--- src/rtl/pipelined_sat_addsub.sv ---
// Two-stage pipelined add/subtract with optional signed saturation and NZVC flags.
// Stage 1 adds the low halves; stage 2 finishes the upper half, saturates and forms flags.
module pipelined_sat_addsub #(
  parameter int unsigned WIDTH = 16
) (
  input  logic             clk,
  input  logic             rst_n,
  input  logic             in_valid,
  output logic             in_ready,
  input  logic [WIDTH-1:0] a,
  input  logic [WIDTH-1:0] b,
  input  logic             sub,
  input  logic             sat_en,
  output logic             out_valid,
  input  logic             out_ready,
  output logic [WIDTH-1:0] result,
  output logic [3:0]       flag
);

  localparam int unsigned H = WIDTH / 2;

  logic             s1_valid_q, s1_valid_d;
  logic [H-1:0]     s1_lo_sum_q, s1_lo_sum_d;
  logic             s1_lo_carry_q, s1_lo_carry_d;
  logic [H-1:0]     s1_a_hi_q, s1_a_hi_d;
  logic [H-1:0]     s1_bp_hi_q, s1_bp_hi_d;
  logic             s1_sat_en_q, s1_sat_en_d;

  logic             s2_valid_q, s2_valid_d;
  logic [WIDTH-1:0] result_q, result_d;
  logic [3:0]       flag_q, flag_d;

  logic             s1_load, s2_load;
  logic [WIDTH-1:0] b_eff;
  logic [H:0]       lo_add;
  logic [H:0]       hi_add;
  logic [WIDTH-1:0] raw;
  logic             ovf;
  logic [WIDTH-1:0] sat_res;

  // in_ready is forced low during reset so nothing is accepted into a flushing pipe.
  always_comb begin
    s2_load  = !s2_valid_q || out_ready;
    s1_load  = !s1_valid_q || s2_load;
    in_ready = rst_n && s1_load;
  end

  always_comb begin
    b_eff  = sub ? ~b : b;
    lo_add = {1'b0, a[H-1:0]} + {1'b0, b_eff[H-1:0]} + {{H{1'b0}}, sub};

    s1_valid_d    = s1_valid_q;
    s1_lo_sum_d   = s1_lo_sum_q;
    s1_lo_carry_d = s1_lo_carry_q;
    s1_a_hi_d     = s1_a_hi_q;
    s1_bp_hi_d    = s1_bp_hi_q;
    s1_sat_en_d   = s1_sat_en_q;
    if (s1_load) begin
      s1_valid_d = in_valid;
      if (in_valid) begin
        s1_lo_sum_d   = lo_add[H-1:0];
        s1_lo_carry_d = lo_add[H];
        s1_a_hi_d     = a[WIDTH-1:H];
        s1_bp_hi_d    = b_eff[WIDTH-1:H];
        s1_sat_en_d   = sat_en;
      end
    end
  end

  always_comb begin
    hi_add = {1'b0, s1_a_hi_q} + {1'b0, s1_bp_hi_q} + {{H{1'b0}}, s1_lo_carry_q};
    raw    = {hi_add[H-1:0], s1_lo_sum_q};
    ovf    = (s1_a_hi_q[H-1] == s1_bp_hi_q[H-1]) && (raw[WIDTH-1] != s1_a_hi_q[H-1]);
    if (s1_sat_en_q && ovf) begin
      sat_res = s1_a_hi_q[H-1] ? {1'b1, {(WIDTH-1){1'b0}}} : {1'b0, {(WIDTH-1){1'b1}}};
    end else begin
      sat_res = raw;
    end

    s2_valid_d = s2_valid_q;
    result_d   = result_q;
    flag_d     = flag_q;
    if (s2_load) begin
      s2_valid_d = s1_valid_q;
      if (s1_valid_q) begin
        result_d = sat_res;
        flag_d   = {sat_res[WIDTH-1], (sat_res == '0), ovf, hi_add[H]};
      end
    end
  end

  always_ff @(posedge clk) begin
    if (!rst_n) begin
      s1_valid_q    <= 1'b0;
      s1_lo_sum_q   <= '0;
      s1_lo_carry_q <= 1'b0;
      s1_a_hi_q     <= '0;
      s1_bp_hi_q    <= '0;
      s1_sat_en_q   <= 1'b0;
      s2_valid_q    <= 1'b0;
      result_q      <= '0;
      flag_q        <= '0;
    end else begin
      s1_valid_q    <= s1_valid_d;
      s1_lo_sum_q   <= s1_lo_sum_d;
      s1_lo_carry_q <= s1_lo_carry_d;
      s1_a_hi_q     <= s1_a_hi_d;
      s1_bp_hi_q    <= s1_bp_hi_d;
      s1_sat_en_q   <= s1_sat_en_d;
      s2_valid_q    <= s2_valid_d;
      result_q      <= result_d;
      flag_q        <= flag_d;
    end
  end

  assign out_valid = s2_valid_q;
  assign result    = result_q;
  assign flag      = flag_q;

endmodule

--- config.mk ---
export PLATFORM = sky130hd
export DESIGN_NAME = pipelined_sat_addsub
export DESIGN_NICKNAME = d
export VERILOG_FILES = /design/src/rtl/pipelined_sat_addsub.sv
export SDC_FILE = /design/constraint.sdc
export NUM_CORES = 1
export LEC_CHECK = 0
export BUFFER_PORTS_ARGS = -buffer_cell sky130_fd_sc_hd__buf_2
export CAP_MARGIN = 20
export CORE_ASPECT_RATIO = 1.25
export CORE_MARGIN = 3
export CORE_UTILIZATION = 45
export DETAILED_ROUTE_END_ITERATION = 8
export PLACE_DENSITY_LB_ADDON = 0.2
export SLEW_MARGIN = 20
export SYNTH_ARGS = -nofsm -noshare
export SYNTH_HDL_FRONTEND = slang
export SYNTH_SLANG_ARGS = --single-unit
--- constraint.sdc ---
create_clock -name clk -period 3.2 [get_ports clk]
set_input_delay 0.64 -clock clk [delete_from_list [all_inputs] [get_ports clk]]
set_output_delay 0.64 -clock clk [all_outputs]
set_load 0.02 [all_outputs]
==> results.sh, run 1 <==
export IMPL_status="complete, no violations"
export IMPL_clk_pin_slew_worst_paths_ps=90
export IMPL_drive_gt1_share_pct=25.5
export IMPL_area_growth_pct=16.5
export IMPL_worst_pin_slew_ps=672
export IMPL_regToRegSetupSlack_ps=690
export IMPL_p_seq_share_pct=47.6
export IMPL_worstSetupStartpointType="flop"
export IMPL_ys_flop_type="dfxtp_1"
export IMPL_clockBufferDepth=2
export IMPL_async_reset_ff_share_pct=0
export IMPL_drt_initial_drc_count=121
export IMPL_crit_required_ps=3390
export IMPL_p_leak_nw=1.33
export IMPL_grt_overflow=0
export IMPL_power_frac_clock_pct=27.5
export IMPL_rsz0062_at_grt="false"
export IMPL_synth_seq_cells=47
export IMPL_post_cts_setup_buffers=0
export IMPL_synthesis_nets=348
export IMPL_route_vias_total=2290
export IMPL_die_w_um=73.9
export IMPL_dieArea_mm2=0.00671
export IMPL_layout_setup_ws_ps=693
export IMPL_ys_top_cells_by_area="dfxtp_1 36%, ha_1 6.8%, a21oi_1 5.0%"
export IMPL_ctsResizeCount=0
export IMPL_maxCapViolCount=0
export IMPL_grt_max_degree=40
export IMPL_finClkSkew_ps=11.5
export IMPL_slowest_stage="fa_1"
export IMPL_drtPass1Iterations=4
export IMPL_worstPathArrival_ps=2700
export IMPL_intPower_mw=0.959
export IMPL_final_hold_violation_count=0
export IMPL_numPortBuffers=59
export IMPL_max_stage_delay_ps=470
export IMPL_wl_um=5720
export IMPL_clock_root_buffer="clkbuf_8"
export IMPL_h_tree_depth=2
export IMPL_gp_congestion=0.815
export IMPL_ir_drop_uv=283
export IMPL_antennaDiodeCount=0
export IMPL_grt_first_pass_wirelength_um=9560
export IMPL_wl_per_cell_um=14.0
export IMPL_cts_sinks=47
export IMPL_p_sw_share_pct=31.3
export IMPL_grt_pass1_vias=2108
export IMPL_placed_area_mm2=0.00292
export IMPL_syn_avg_cell_area_um2=8.84
export IMPL_core_rowCount=30
export IMPL_drcViolationCount=0
export IMPL_antenna_left=0
export IMPL_worstHoldPathType="reg2reg"
export IMPL_core_area_mm2=0.00552
export IMPL_worstSetupPathType="reg2reg"
export IMPL_yosysWarnings=0
export IMPL_yosysTopAreaCell="dfxtp_1"
export IMPL_synth_seq_area_share_pct=36.3
export IMPL_end_kind="flop"
export IMPL_synth_cells=293
export IMPL_start_util_pct=47.0
export IMPL_synth_edf_count=0
export IMPL_comb_power_share_pct=24.9
export IMPL_numCtsBuffers=5
export IMPL_die_h_um=90.8
export IMPL_period_share_pct=78.4
export IMPL_routed_via_density=5.60
export IMPL_finish_utilization_pct=54.7
export IMPL_io_pins=60
export IMPL_final_setup_viol_count=0
export IMPL_worstPathCellList="fa_1, a211oi_2, o21bai_2, a21bo_1, a21oi_1, a31oi_2, o221a_2"
export IMPL_syn_area_mm2=0.00259
export IMPL_grt_total_usage_pct=17.8
export IMPL_path_buf_inv=0
export IMPL_dpl_hpwl_um=4440
export IMPL_netlist_cell_type_count=53
export IMPL_fmax_mhz=399
export IMPL_slew_viol_final=0
export IMPL_yosys_area_top_type_share_pct=36.3
export IMPL_worst_slew_margin_rel_pct=54.6
export IMPL_worst_skew_pair_late_latency_ps=300
export IMPL_post_place_ws_ps=548
export IMPL_min_period_ps=2510
export IMPL_fin_setup_tns_ps=0
export IMPL_crit_path_max_fanout=9
export IMPL_nNetsFinal=399
export IMPL_cts_tree="yes"
export IMPL_powerDensity_mw_per_mm2=463
export IMPL_antenna_found_initial=0
export IMPL_p_sw_mw=0.438
export IMPL_cp_top_family="compound AO/OA/AOI/OAI gates"
export IMPL_holdBufCountCts=0
export IMPL_fin_area_mm2=0.00302
cells in the final DEF (no fill, tap or decap), drive strengths merged, types with 3 or more instances in the layout:
master / synthesis / final
a211oi: 15 / 15
a21o: 3 / 3
a21oi: 26 / 26
a32o: 6 / 6
buf: 7 / 62
clkbuf: 11 / 6
dfxtp: 47 / 47
fa: 3 / 3
ha: 14 / 14
inv: 8 / 8
nand2: 34 / 34
nand2b: 5 / 5
nand3: 5 / 5
nor2: 20 / 20
nor3: 3 / 3
o21ai: 10 / 10
o21bai: 3 / 3
o221a: 9 / 9
o31ai: 6 / 6
or3: 3 / 3
xnor2: 13 / 13
xor2: 8 / 8
cell usage after synthesis (8+ instances only):
cell type and n:
dfxtp_1 47, xnor2_1 13, o21ai_0 8, inv_1 8, nor2_1 20, nand2_1 34
a211oi_1 14, a21oi_1 26, ha_1 14, xor2_1 8, o221a_2 9, clkbuf_1 11
final timing paths:
path | startpoint | endpoint | depth (start not counted)
setup / recovery | s1_lo_carry_q | result[8] | 7
hold / removal | flag[1] | flag[1] | 2
setup reg to reg | s1_lo_carry_q | result[8] | 7
hold reg to reg | flag[1] | flag[1] | 2
per-layer routing:
metal	vias up	global-route usage (%)	part of all wire, %
met1	1034	23.6	45
li1	1177	-	-
met3	5	3.79	6.0
met2	74	28.6	47
met5	-	0	0
met4	0	4.98	1.2
cell type report:
| class | instances | area, um2 |
|---|---|---|
| fill | 528 | 2500 |
| multi-input combinational | 220 | 1550 |
| sequential | 47 | 941 |
| timing repair buffer | 62 | 318 |
| clock buffer | 6 | 82.6 |
| tap | 64 | 80.1 |
| inverter | 8 | 30.0 |
| clock inverter | 2 | 16.3 |
registers in the layout, summed over array words and instances (netlist names):
register and cells:
out_valid 1, flag 3, s1_lo_sum_q 8, s1_bp_hi_q 8, s1_valid_q 1, s1_a_hi_q 8
s1_sat_en_q 1, s1_lo_carry_q 1, result 16
kinds of logic after synthesis:
kind of cell | share of synthesized area [%]
adder cells (fa/ha/maj) | 9.08
XOR/XNOR | 7.10
flip-flops | 36.3
buffers and inverters | 4.01
AO/OA/AOI/OAI | 27.1
multiplexers | 1.21
AND/OR/NAND/NOR | 15.2
power by group through the flow:
stage	clock network, mW	logic (mW)	registers (mW)
5_1_grt	0.418	0.391	0.673
6_report	0.384	0.349	0.665
3_5_place_dp	0	0.349	0.679
3_3_place_gp	0	0.344	0.678
4_1_cts	0.395	0.351	0.665
2_1_floorplan	0	0.238	0.688
worst min-delay path, stage by stage, from the launching register on:
cell and delay [ps]:
dfxtp_1 320, nand2_1 50, a21oi_1 50
metrics by stage:
step | hold slack [ps] | power (mW) | instances
2_1_floorplan | 441 | 0.925 | 293
3_3_place_gp | 440 | 1.02 | 401
3_5_place_dp | 446 | 1.03 | 401
4_1_cts | 457 | 1.41 | 409
5_1_grt | 467 | 1.48 | 409
6_report | 454 | 1.40 | 409
No activity file was read; power rests on OpenSTA's default activity.
==> run 2, diff against run 1 <==
==> constraint.sdc (replaced) <==
create_clock -name clk -period 2.1 [get_ports clk]
set_input_delay 0.42 -clock clk [delete_from_list [all_inputs] [get_ports clk]]
set_output_delay 0.42 -clock clk [all_outputs]
set_load 0.02 [all_outputs]
==> run 2 against run 1 <==
  * The run now ends with negative setup slack left
  * Sequential share of layout area shrank 3.5 points
  * Core utilization grew 7.2 points
  * Cell count grew 7.8%
  * Critical endpoint is now result[14]
  * Via count grew 5.5%
  * Die area is the same
  * Final area grew 13%
  * Maximum frequency grew 14%
  * Sequential power grew 53%
  * Global-route usage grew 1.5 points
  * Clock power grew 41%
  * Largest power group unchanged
==> results.sh, run 2 (same netlist as run 1, synthesis figures left out) <==
export IMPL_status="finished with violations"
export IMPL_violations="negative setup slack"
export IMPL_antenna_left=0
export IMPL_ir_drop_uv=316
export IMPL_wl_um=6190
export IMPL_final_cell_count_no_fill=441
export IMPL_path_depth=9
export IMPL_gp_congestion=0.854
export IMPL_core_area_mm2=0.00552
export IMPL_worstSetupPathType="reg2reg"
export IMPL_period_share_pct=105
export IMPL_grt_total_usage_pct=19.3
export IMPL_worst_slew_margin_rel_pct=49.3
export IMPL_crit_required_ps=2300
export IMPL_dpl_hpwl_um=4770
export IMPL_finClkSkew_ps=5.98
export IMPL_worstPathCellList="fa_2, inv_2, fa_1, nand2b_4, a211oi_4, or4_4, o311ai_4, o31ai_2, a32o_1"
export IMPL_layout_commonest_cell="buf_2"
export IMPL_min_path_cells=3
export IMPL_cts_sinks=47
export IMPL_worstPathArrival_ps=2400
export IMPL_drtPass1Iterations=4
export IMPL_antennaDiodeCount=0
export IMPL_fin_setup_tns_ps=-422
export IMPL_nNetsFinal=431
export IMPL_r2r_cells=9
export IMPL_final_setup_viol_count=13
export IMPL_max_stage_delay_ps=440
export IMPL_drt_initial_drc_count=143
export IMPL_largest_reg_flops=16
export IMPL_clockBufferDepth=2
export IMPL_clock_root_buffer="clkbuf_8"
export IMPL_die_w_um=73.9
export IMPL_drcViolationCount=0
export IMPL_crit_path_max_fanout=3
export IMPL_path_buf_inv=1
export IMPL_die_h_um=90.8
export IMPL_grt_max_degree=25
export IMPL_min_period_ps=2200
export IMPL_clk_pin_slew_worst_paths_ps=90
export IMPL_routed_via_density=5.48
export IMPL_slowest_stage="or4_4"
export IMPL_core_rowCount=30
export IMPL_grt_overflow=0
export IMPL_final_hold_violation_count=0
export IMPL_slew_viol_final=0
export IMPL_cts_tree="yes"
export IMPL_dieArea_mm2=0.00671
export IMPL_placed_cells=428
export IMPL_numPortBuffers=59
export IMPL_mostFrequentLayoutCells="59 x buf_2, 44 x dfxtp_1, 34 x nand2_1, 31 x buf_4, 23 x a21oi_1"
export IMPL_grt_first_pass_wirelength_um=10400
export IMPL_worstHoldPathType="in2reg"
export IMPL_start_util_pct=47.0
export IMPL_numCtsBuffers=5
export IMPL_total_power_mw=2.23
export IMPL_worstSetupStartpointType="flop"
export IMPL_io_pins=60
export IMPL_antenna_found_initial=0
export IMPL_worst_skew_pair_late_latency_ps=300
export IMPL_maxCapViolCount=0
export IMPL_rsz0062_at_grt="true"
export IMPL_wl_per_cell_um=14.0
export IMPL_area_growth_pct=31.7
export IMPL_p_leak_nw=1.51
export IMPL_worst_pin_slew_ps=760
export IMPL_fmax_mhz=455
export IMPL_powerDensity_mw_per_mm2=654
export IMPL_drive_gt1_share_pct=37.7
export IMPL_layout_setup_ws_ps=-98.9
export IMPL_end_kind="flop"
export IMPL_grt_pass1_vias=2277
export IMPL_cp_top_family="adder cells"
export IMPL_route_vias_total=2417
export IMPL_h_tree_depth=2
run 2: changes by cell type in the layout (fill, tap and decap cells not counted), sizes merged:
cell / delta
o21ai: +1
a31oi: +1
buf: +30
run 2: worst paths after layout:
| path | startpoint | slack [ps] | end |
|---|---|---|---|
| worst max-delay path | s1_bp_hi_q[0] | -100 | result[14] |
| worst min-delay path | a[8] | 350 | s1_a_hi_q[0] |
| worst max register to register | s1_bp_hi_q[0] | -100 | result[14] |
| worst min register to register | flag[1] | 450 | flag[1] |
run 2: timing repair:
action / CTS / global route
buffers inserted: 1 / 2
pin swaps: 3 / 10
gates cloned: 0 / 2
setup endpoints to repair: 15 / 19
hold buffers: 0 / 0
gates resized for setup: 11 / 13
hold endpoints to repair: 0 / 0
run 2: cell type report:
type	count	area, um2
Clock buffer	6	72.6
Clock inverter	2	12.5
Fill cell	488	2100
Inverter	8	30.0
Multi-Input combinational cell	222	1720
Sequential cell	47	945
Tap cell	64	80.1
Timing Repair Buffer	92	551
run 2: metal layers:
| layer | wire length, um | vias up | GRT usage (%) |
|---|---|---|---|
| met5 | 0 | - | 0 |
| met2 | 2940 | 64 | 30.0 |
| met1 | 2820 | 1097 | 26.0 |
| met4 | 159 | 0 | 7.70 |
| li1 | - | 1242 | - |
| met3 | 279 | 14 | 3.45 |
run 2: report_power, final:
group / internal, mW / switching [mW]
combinational: 0.323 / 0.350
sequential: 0.962 / 0.0548
clock: 0.233 / 0.309
total: 1.52 / 0.713
run 2: worst min-delay path: stages:
cell and delay (ps):
buf_2 100, nand2_1 50, a21oi_1 50
run 2: through the flow:
stage                     setup WS, ps  hold WS, ps  util (%)  area [um2]
after global routing              -204          356      61.9        3410
after floorplan                   -124          441         -        2660
after CTS                        -89.5          348      60.2        3320
after global placement            -130          445      57.3        3160
after detailed placement          -144          443      57.3        3160
final                            -98.9          355      61.9        3410
==> run 3, diff against run 2 <==
==> constraint.sdc (replaced) <==
create_clock -name clk -period 2.1 [get_ports clk]
set_input_delay 0.315 -clock clk [delete_from_list [all_inputs] [get_ports clk]]
set_output_delay 0.315 -clock clk [all_outputs]
set_load 0.02 [all_outputs]
==> run 3 against run 2 <==
  * The flow still finishes with violations (negative setup slack)
  * Worst setup slack gained 1.7 ps
  * Core utilization shrank 2.6 points
  * Largest cell class unchanged
  * Maximum frequency is essentially flat
  * Clock skew shrank 3.3 ps
  * Sequential power is essentially flat
  * Sequential share of layout area grew 1.2 points
  * Hold slack lost 100 ps
  * Critical endpoint is now flag[1]
  * Critical path type unchanged
  * Combinational power shrank 6.1%
  * Critical path depth shrank 2
  * Global-route usage grew 0.47 points
  * Cell count shrank 2.5%
  * Final area shrank 4.3%
==> results.sh, run 3 (same netlist as run 1, synthesis figures left out) <==
export IMPL_nNetsFinal=420
export IMPL_crit_required_ps=2340
export IMPL_final_cell_count_no_fill=430
export IMPL_core_area_mm2=0.00552
export IMPL_total_power_mw=2.19
export IMPL_period_share_pct=105
export IMPL_fin_setup_tns_ps=-399
export IMPL_route_vias_total=2398
export IMPL_wl_per_cell_um=14.4
export IMPL_clock_root_buffer="clkbuf_8"
export IMPL_intPower_mw=1.49
export IMPL_maxCapViolCount=0
export IMPL_worst_skew_pair_late_latency_ps=300
export IMPL_dpl_hpwl_um=4780
export IMPL_regToRegSetupSlack_ps=-100
export IMPL_timing_rr_end="flag[1]"
export IMPL_area_growth_pct=26.1
export IMPL_cts_sinks=47
export IMPL_worst_slew_margin_rel_pct=71.0
export IMPL_grt_max_degree=24
export IMPL_grt_first_pass_wirelength_um=10700
export IMPL_drtPass1Iterations=4
export IMPL_io_pins=60
export IMPL_min_period_ps=2200
export IMPL_clockBufferDepth=2
export IMPL_worst_pin_slew_ps=435
export IMPL_p_sw_mw=0.699
export IMPL_r2r_cells=7
export IMPL_drive_gt1_share_pct=33.6
export IMPL_p_leak_nw=1.44
export IMPL_min_path_cells=3
export IMPL_core_rowCount=30
export IMPL_clk_pin_slew_worst_paths_ps=90
export IMPL_grt_overflow=0
export IMPL_end_kind="flop"
export IMPL_placed_area_mm2=0.00311
export IMPL_layout_setup_ws_ps=-97.3
export IMPL_p_seq_share_pct=46.3
export IMPL_r2r_start="s1_bp_hi_q[0]"
export IMPL_antenna_found_initial=0
export IMPL_routed_via_density=5.58
export IMPL_final_hold_violation_count=0
export IMPL_grt_pass1_vias=2256
export IMPL_crit_path_max_fanout=4
export IMPL_worstHoldPathType="in2reg"
export IMPL_mostFrequentLayoutCells="59 x buf_2, 46 x dfxtp_1, 34 x nand2_1, 24 x buf_4, 22 x a21oi_1"
export IMPL_worstSetupStartpointType="flop"
export IMPL_fmax_mhz=455
export IMPL_p_sw_share_pct=31.9
export IMPL_rsz0062_at_grt="true"
export IMPL_finish_utilization_pct=59.2
export IMPL_holdBufCountCts=0
export IMPL_largest_reg_flops=16
export IMPL_h_tree_depth=2
export IMPL_violations="negative setup slack"
export IMPL_power_frac_clock_pct=24.8
export IMPL_die_w_um=73.9
export IMPL_comb_power_share_pct=28.9
export IMPL_numCtsBuffers=5
export IMPL_antenna_left=0
export IMPL_grt_total_usage_pct=19.8
export IMPL_worstSetupPathType="reg2reg"
export IMPL_layout_commonest_cell="buf_2"
export IMPL_worst_hold_path_endpoint="s1_a_hi_q[5]"
export IMPL_placed_cells=422
export IMPL_ir_drop_uv=320
export IMPL_final_setup_viol_count=6
export IMPL_wl_um=6200
export IMPL_gp_congestion=0.839
export IMPL_worstHoldStart="a[13]"
export IMPL_slew_viol_final=0
export IMPL_numPortBuffers=59
export IMPL_powerDensity_mw_per_mm2=670
export IMPL_start_util_pct=47.0
export IMPL_worstPathArrival_ps=2430
export IMPL_die_h_um=90.8
export IMPL_status="finished with violations"
export IMPL_fin_area_mm2=0.00327
export IMPL_drcViolationCount=0
export IMPL_nFillCells=508
export IMPL_cts_tree="yes"
export IMPL_antennaDiodeCount=0
export IMPL_drt_initial_drc_count=150
export IMPL_dieArea_mm2=0.00671
export IMPL_finClkSkew_ps=2.65
-- run 3: per-layer routing --
layer	up-vias	global-route usage, %	wire, um
li1	1211	-	-
met1	1088	26.9	2660
met2	81	30.7	2980
met3	18	4.23	393
met4	0	6.34	162
met5	-	0	0
-- run 3: layout make-up --
cell class	count	area, um2	share of cell area (%)
Timing Repair Buffer	83	475	14.5
Tap cell	64	80.1	2.45
Multi-Input combinational cell	220	1660	50.7
Clock buffer	6	72.6	2.22
Inverter	8	30.0	0.919
Clock inverter	2	12.5	0.383
Sequential cell	47	942	28.8
-- run 3: worst max-delay path: stages (launching register included) --
cell and delay [ps]:
dfxtp_2 340, fa_2 420, a211oi_4 240, o21bai_2 120, a21bo_1 220, and3_1 200, or4_1 480, a21oi_2 120
-- run 3: per-stage QoR --
stage / setup WS, ps / hold slack (ps)
after global routing: -197 / 251
after floorplan: -63.0 / 441
after CTS: -76.1 / 243
after detailed placement: -77.6 / 453
after global placement: -64.0 / 448
final: -97.3 / 250
-- run 3: power groups by stage --
stage / registers [mW] / logic, mW / clock network (mW)
after floorplan: 1.05 / 0.376 / 0
after global placement: 1.03 / 0.594 / 0
after detailed placement: 1.03 / 0.604 / 0
after CTS: 1.01 / 0.621 / 0.557
after global routing: 1.02 / 0.702 / 0.595
final: 1.01 / 0.632 / 0.543
-- run 3: worst max path at each step --
stage | startpoint | end | slack, ps | cells past startpoint
2_1_floorplan | sub | s1_lo_sum_q[6] | -60 | 10
3_3_place_gp | s1_bp_hi_q[0] | flag[1] | -60 | 7
3_5_place_dp | s1_a_hi_q[0] | result[14] | -80 | 9
4_1_cts | s1_bp_hi_q[0] | flag[1] | -80 | 7
5_1_grt | s1_a_hi_q[0] | result[14] | -200 | 9
6_report | s1_bp_hi_q[0] | flag[1] | -100 | 7
-- run 3: what timing repair did --
| action | CTS | global route |
|---|---|---|
| pin swaps | 2 | 1 |
| resized for setup | 6 | 7 |
| setup endpoints to repair | 16 | 18 |
| setup buffers | 0 | 0 |
